File: config.mk
export PLATFORM = sky130hd
export DESIGN_NAME = pwm_capture_flat
export DESIGN_NICKNAME = d
export VERILOG_FILES = /design/src/rtl/pwm_capture_if.sv /design/src/rtl/pwm_capture.sv /design/src/flat_wrapper.sv
export SDC_FILE = /design/constraint.sdc
export NUM_CORES = 1
export LEC_CHECK = 0
export BUFFER_PORTS_ARGS = -buffer_cell sky130_fd_sc_hd__buf_2
export CORE_UTILIZATION = 38
export CTS_CLUSTER_SIZE = 20
export DETAILED_ROUTE_END_ITERATION = 7
export HOLD_SLACK_MARGIN = 0.15
export PLACE_DENSITY = 0.6
export SLEW_MARGIN = 20
export SYNTH_ARGS = -nofsm -noshare
export SYNTH_HDL_FRONTEND = slang
export SYNTH_SLANG_ARGS = --single-unit
File: constraint.sdc
create_clock -name clock -period 2.05 [get_ports clock]
set_clock_uncertainty 0.05 [all_clocks]
set_input_delay 0.1025 -clock clock [delete_from_list [all_inputs] [get_ports clock]]
set_output_delay 0.1025 -clock clock [all_outputs]
set_load 0.1 [all_outputs]
File: src/rtl/pwm_capture_if.sv
`default_nettype none
// ============================================================================
// pwm_capture_if : processor-side result/acknowledge bundle of pwm_capture
// rev 1.0
// ============================================================================
interface pwm_capture_if;
    logic        le;
    logic [31:0] dutyCicleOut;
    logic [31:0] periodoOut;
    logic        valido;
    logic        novo;
    logic        perdido;

    modport master (
        output le,
        input  dutyCicleOut,
        input  periodoOut,
        input  valido,
        input  novo,
        input  perdido
    );

    modport slave (
        input  le,
        output dutyCicleOut,
        output periodoOut,
        output valido,
        output novo,
        output perdido
    );
endinterface
`default_nettype wire

File: src/rtl/pwm_capture.sv
`default_nettype none
// ============================================================================
// pwm_capture : measures high time and period of an asynchronous PWM input
// rev 1.0
// ============================================================================
module pwm_capture #(
    parameter int SYNC_STAGES = 2,
    parameter int CNT_W       = 16,
    parameter int TIMEOUT     = 1000,
    parameter int HIGH_VALUE  = 101
) (
    input  logic         clock,
    input  logic         reset,
    input  logic         sinal,
    pwm_capture_if.slave bus
);

    localparam logic [1:0] ST_IDLE   = 2'd0;
    localparam logic [1:0] ST_MEAS   = 2'd1;
    localparam logic [1:0] ST_STATIC = 2'd2;

    localparam logic [CNT_W-1:0] CNT_ONE     = CNT_W'(1);
    localparam logic [CNT_W-1:0] CNT_TIMEOUT = CNT_W'(TIMEOUT);
    localparam logic [31:0]      DUTY_HIGH   = 32'(HIGH_VALUE);

    logic [SYNC_STAGES-1:0] sync_q;
    logic                   s_prev_q;
    logic                   w_s;
    logic                   w_rise;
    logic                   w_timeout;

    logic [1:0]       state_q;
    logic [1:0]       state_d;
    logic [CNT_W-1:0] high_q;
    logic [CNT_W-1:0] high_d;
    logic [CNT_W-1:0] per_q;
    logic [CNT_W-1:0] per_d;

    logic        w_pub;
    logic [31:0] w_pub_duty;
    logic [31:0] w_pub_per;

    logic [31:0] duty_q;
    logic [31:0] duty_d;
    logic [31:0] period_q;
    logic [31:0] period_d;
    logic        valido_q;
    logic        novo_q;
    logic        novo_d;
    logic        perdido_q;
    logic        perdido_d;

    always_ff @(posedge clock) begin
        if (reset) begin
            sync_q   <= '0;
            s_prev_q <= 1'b0;
        end else begin
            sync_q   <= {sync_q[SYNC_STAGES-2:0], sinal};
            s_prev_q <= w_s;
        end
    end

    assign w_s       = sync_q[SYNC_STAGES-1];
    assign w_rise    = w_s & ~s_prev_q;
    assign w_timeout = ~w_rise & (per_q == CNT_TIMEOUT);

    // A rise always takes precedence over a timeout hitting in the same cycle,
    // so a period of exactly TIMEOUT ticks is still reported normally.
    always_comb begin
        state_d    = state_q;
        high_d     = high_q;
        per_d      = per_q;
        w_pub      = 1'b0;
        w_pub_duty = '0;
        w_pub_per  = '0;
        case (state_q)
            ST_IDLE: begin
                if (w_rise) begin
                    high_d  = CNT_ONE;
                    per_d   = CNT_ONE;
                    state_d = ST_MEAS;
                end else if (w_timeout) begin
                    w_pub      = 1'b1;
                    w_pub_duty = w_s ? DUTY_HIGH : 32'd0;
                    state_d    = ST_STATIC;
                end else begin
                    per_d = per_q + CNT_ONE;
                end
            end
            ST_MEAS: begin
                if (w_rise) begin
                    w_pub      = 1'b1;
                    w_pub_duty = 32'(high_q);
                    w_pub_per  = 32'(per_q);
                    high_d     = CNT_ONE;
                    per_d      = CNT_ONE;
                end else if (w_timeout) begin
                    w_pub      = 1'b1;
                    w_pub_duty = w_s ? DUTY_HIGH : 32'd0;
                    state_d    = ST_STATIC;
                end else begin
                    per_d  = per_q + CNT_ONE;
                    high_d = high_q + {{(CNT_W-1){1'b0}}, w_s};
                end
            end
            ST_STATIC: begin
                if (w_rise) begin
                    high_d  = CNT_ONE;
                    per_d   = CNT_ONE;
                    state_d = ST_MEAS;
                end
            end
            default: begin
                state_d = ST_IDLE;
            end
        endcase
    end

    // A publish coinciding with an acknowledge leaves only the new result pending.
    always_comb begin
        duty_d    = w_pub ? w_pub_duty : duty_q;
        period_d  = w_pub ? w_pub_per  : period_q;
        novo_d    = novo_q;
        perdido_d = perdido_q;
        if (w_pub) begin
            novo_d    = 1'b1;
            perdido_d = bus.le ? 1'b0 : (perdido_q | novo_q);
        end else if (bus.le) begin
            novo_d    = 1'b0;
            perdido_d = 1'b0;
        end
    end

    always_ff @(posedge clock) begin
        if (reset) begin
            state_q   <= ST_IDLE;
            high_q    <= '0;
            per_q     <= '0;
            duty_q    <= '0;
            period_q  <= '0;
            valido_q  <= 1'b0;
            novo_q    <= 1'b0;
            perdido_q <= 1'b0;
        end else begin
            state_q   <= state_d;
            high_q    <= high_d;
            per_q     <= per_d;
            duty_q    <= duty_d;
            period_q  <= period_d;
            valido_q  <= w_pub;
            novo_q    <= novo_d;
            perdido_q <= perdido_d;
        end
    end

    assign bus.dutyCicleOut = duty_q;
    assign bus.periodoOut   = period_q;
    assign bus.valido       = valido_q;
    assign bus.novo         = novo_q;
    assign bus.perdido      = perdido_q;

endmodule
`default_nettype wire
File: src/flat_wrapper.sv
// flat-port wrapper written by rule: the top's interface ports become plain ports
module pwm_capture_flat 
#(
    parameter int SYNC_STAGES = 2,
    parameter int CNT_W       = 16,
    parameter int TIMEOUT     = 1000,
    parameter int HIGH_VALUE  = 101
)
  (clock, reset, sinal, bus_le, bus_dutyCicleOut, bus_periodoOut, bus_valido, bus_novo, bus_perdido);
  pwm_capture_if bus_i ();
  input  logic clock;
  input  logic reset;
  input  logic sinal;
  input wire logic [$bits(bus_i.le)-1:0] bus_le;
  output wire logic [$bits(bus_i.dutyCicleOut)-1:0] bus_dutyCicleOut;
  output wire logic [$bits(bus_i.periodoOut)-1:0] bus_periodoOut;
  output wire logic [$bits(bus_i.valido)-1:0] bus_valido;
  output wire logic [$bits(bus_i.novo)-1:0] bus_novo;
  output wire logic [$bits(bus_i.perdido)-1:0] bus_perdido;
  assign bus_i.le = bus_le;
  assign bus_dutyCicleOut = bus_i.dutyCicleOut;
  assign bus_periodoOut = bus_i.periodoOut;
  assign bus_valido = bus_i.valido;
  assign bus_novo = bus_i.novo;
  assign bus_perdido = bus_i.perdido;
  pwm_capture #(.SYNC_STAGES(SYNC_STAGES), .CNT_W(CNT_W), .TIMEOUT(TIMEOUT), .HIGH_VALUE(HIGH_VALUE)) u_core (.clock(clock), .reset(reset), .sinal(sinal), .bus(bus_i));
endmodule
==> summary.md <==
| Metric | Value |
|---|---|
| Run status | `finished, final reports clean` |
| GRT Overall Usage | `17.6%` |
| Ys flop type | `dfxtp_1` |
| Post-place setup slack | `0.0907 ns` |
| Worst r2r src | `u_core.per_q[1]` |
| Overall Power | `about 3 mW` |
| Final min period | `roughly 2.0 ns` |
| Iter 0 DRT Violations | `103` |
| Setup Fix Bufs, Post-CTS | `0` |
| Cell with the most instances after synthesis | `dfxtp_1` |
| Most frequent cells after synthesis | `72 x dfxtp_1, 52 x a21oi_1, 47 x nand2_1` |
| Drt via density | `~5.1` |
| Startpoint types | `register` |
| Fmax | `just over 500 MHz` |
| Final Cycle Share | `95.8%` |
| Clock root cell | `clkbuf_8` |
| Initial antenna violation count | `0` |
| CTS tree | `done` |
| Post-DRT Antenna Nets | `0` |
| Area contributors post-synth | `dfxtp_1 43%, a21oi_1 7.7%, buf_4 7.1%` |
| Reg-to-reg setup timing slack | `about 0.086 ns` |
| Vias | `2950` |
| Number of global-route vias before repair | `2669` |
| Slew Limit Fails | `0` |
| Fin cells | `579` |
| Clock Pin Slew Worst Setup and Hold Paths | `0.07 ns` |
| Post-Layout Inst Area | `around 4000 um^2` |
| Full die area | `about 9300 um^2` |
| Share of the synthesized area in the top cell type | `between 40% and 50%` |
| TNS Setup | `0 ns` |
| Power per Cell Area | `761 nW/um^2` |
| Worst IR Drop VDD | `about 0.42 mV` |
| Syn Area/Cell | `8.15 um^2` |
| Required time worst endpoint | `2.27 ns` |
| Post-Syn Instances | `414` |
| Number of synthesized register bits | `72` |
| Starting density of the core | `38.9%` |
| First-pass DRT Iterations | `4` |
| Final wirelength | `between 7 and 8 mm` |
| Ys async rst share | `0%` |
| Placed cell area | `about 3700 um^2` |
| Leakage | `1.53 nW` |
| HPWL Detailed | `5.36 mm` |
| Mapped cell area | `3380 um^2` |
| First-pass GRT wire length | `12.5 mm` |
| Worst Setup End Kind | `register` |
| Share of cells above drive strength 1 | `between 20 and 25%` |
| Seq/Total Area, Yosys | `42.7%` |
| Grt total ovfl | `0` |
| FF-to-FF path depth | `9` |
| Die Y | `96.3 um` |
| # placed instances | `561` |
| H-tree depth | `3` |
| Fill count | `912` |
| Critical path fanouts, max | `23` |
| Hold EP | `u_core.sync_q[1]` |
| Slew @ Worst Pin | `0.721 ns` |
| Gpl congestion | `0.816` |
| Clk sink count | `slightly above 70` |
| Input/output buffers | `38` |
| Rows | `34` |
| P&R area growth vs syn | `16.8%` |
| Critical Path AT | `~2.2 ns` |
| EDFF count, synth | `0` |
| Relative slew margins | `51.8%` |
| Clock Tree Buf Depth | `2` |
| Core Region | `8680 um^2` |
| Final core utilization | `45.4%` |
| Critical path type | `reg -> reg` |
| Ys Warns | `0` |
| Final WS setup | `0.0862 ns` |
| Post-synth cell types | `49` |
| CTS buffer count | `9` |
| Leading area contributor after synthesis | `dfxtp_1` |
| Die width | `approximately 96 um` |
| Class of the worst hold path | `reg -> reg` |
| Hold Crit Start | `u_core.sync_q[0]` |
| Largest net degree at the start of global routing | `55` |
| Worst skew pair latency | `~0.34 ns` |
| # diodes | `0` |
| # Max-Cap Violations | `0` |
| RSZ-0062 raised after global routing | `true` |
| Reg2reg end | `u_core.high_q[7]` |
| Final hold vios | `0` |
| # DRC | `0` |
| Hold path cells | `1` |
| Avg WL per Cell | `13.1 um` |
| Worst hold margin | `0.397 ns` |
| # setup viols final | `0` |
| # IOs | `between 70 and 80` |
| Nets@finish | `475` |
-- area by class of cell --
cell class	count	area (um^2)	area share (%)
Clock buffer	11	131	3.33
Clock inverter	4	70.1	1.78
Inverter	6	22.5	0.571
Multi-Input combinational cell	307	1680	42.7
Sequential cell	72	1440	36.6
Tap cell	108	135	3.43
Timing Repair Buffer	71	458	11.6
-- worst max path at each step --
| stage | from | cells past startpoint | slack, ns | to |
|---|---|---|---|---|
| floorplan | u_core.per_q[0] | 9 | 0.1 | u_core.bus.periodoOut[5] |
| global placement | u_core.sync_q[1] | 6 | 0.13 | u_core.high_q[15] |
| detailed placement | u_core.per_q[1] | 8 | 0.09 | u_core.bus.periodoOut[14] |
| CTS | u_core.sync_q[1] | 6 | 0.07 | u_core.high_q[13] |
| global route | u_core.per_q[1] | 9 | -0.03 | u_core.high_q[7] |
| finish | u_core.per_q[1] | 9 | 0.09 | u_core.high_q[7] |
-- critical path, cell delays in order (launching register included) --
cell	delay [ns]
dfxtp_1	0.33
inv_1	0.06
ha_1	0.18
nor4bb_2	0.17
nand3b_1	0.10
buf_4	0.14
o21ai_2	0.06
buf_12	0.15
or4_1	0.52
a21oi_2	0.14
-- repair_timing --
action                                  CTS  global route
hold buffers                              3             0
resized for setup                         0             5
endpoints found under the setup margin    0            37
hold endpoints to repair                  7             0
-- cells by family (layout without fill, tap and decap cells) --
family	count (synthesis)	count (layout)	share of synthesized area (%)
compound gates	89	89	15.8
xor+xnor	10	10	2.59
fa+ha+maj	4	4	1.48
buf+inv	66	92	11.4
flops	72	72	42.7
other cells	1	32	0.111
simple gates	172	172	25.9
-- layout by cell type (no fill, tap or decap), drive strengths merged, types with 2 or more instances in the layout --
cell type     n
nor3          9
o31ai         5
clkbuf       11
xnor2         4
dfxtp        72
a211oi        2
o21ai        14
inv           6
and2          4
nand3        42
nor3b         3
a21oi        52
nand2        48
or4           7
a311oi        2
nor2b         5
ha            4
clkinv        2
a2111oi       2
a21o          2
xor2          6
o221a         4
bufinv        2
buf          68
dlygate4sd3   3
nand2b        2
conb         32
nand4         7
a31oi         2
nor2         28
or2           4
and3          3
nand4b        4
-- sequential cells by signal, indices dropped and copies added (netlist names) --
| name | cells |
|---|---|
| u_core.high_q | 16 |
| u_core.bus.dutyCicleOut | 16 |
| u_core.s_prev_q | 1 |
| u_core.per_q | 16 |
| u_core.bus.valido | 1 |
| u_core.bus.periodoOut | 16 |
| u_core.sync_q | 2 |
| u_core.bus.novo | 1 |
| u_core.bus.perdido | 1 |
| u_core.state_q | 2 |
-- routing by layer --
layer  routed length [um]  up-vias  global-route usage (%)  part of all wire, %
met4                  104        0                    4.60                  1.4
met2                 3740       72                    29.7                   49
met1                 3370     1375                    21.2                   45
li1                     -     1494                       -                    -
met5                    0        -                       0                    0
met3                  349        9                    5.92                  4.6
-- power by group --
part           leakage (nW)  internal [mW]  switching (mW)  total (mW)
clock network         0.103          0.676           0.501        1.18
logic                 0.848         0.0571           0.349       0.406
registers             0.582           1.41         0.00835        1.42
total                  1.53           2.14           0.859        3.00
Note: power is estimated with default switching activity, not from simulation.
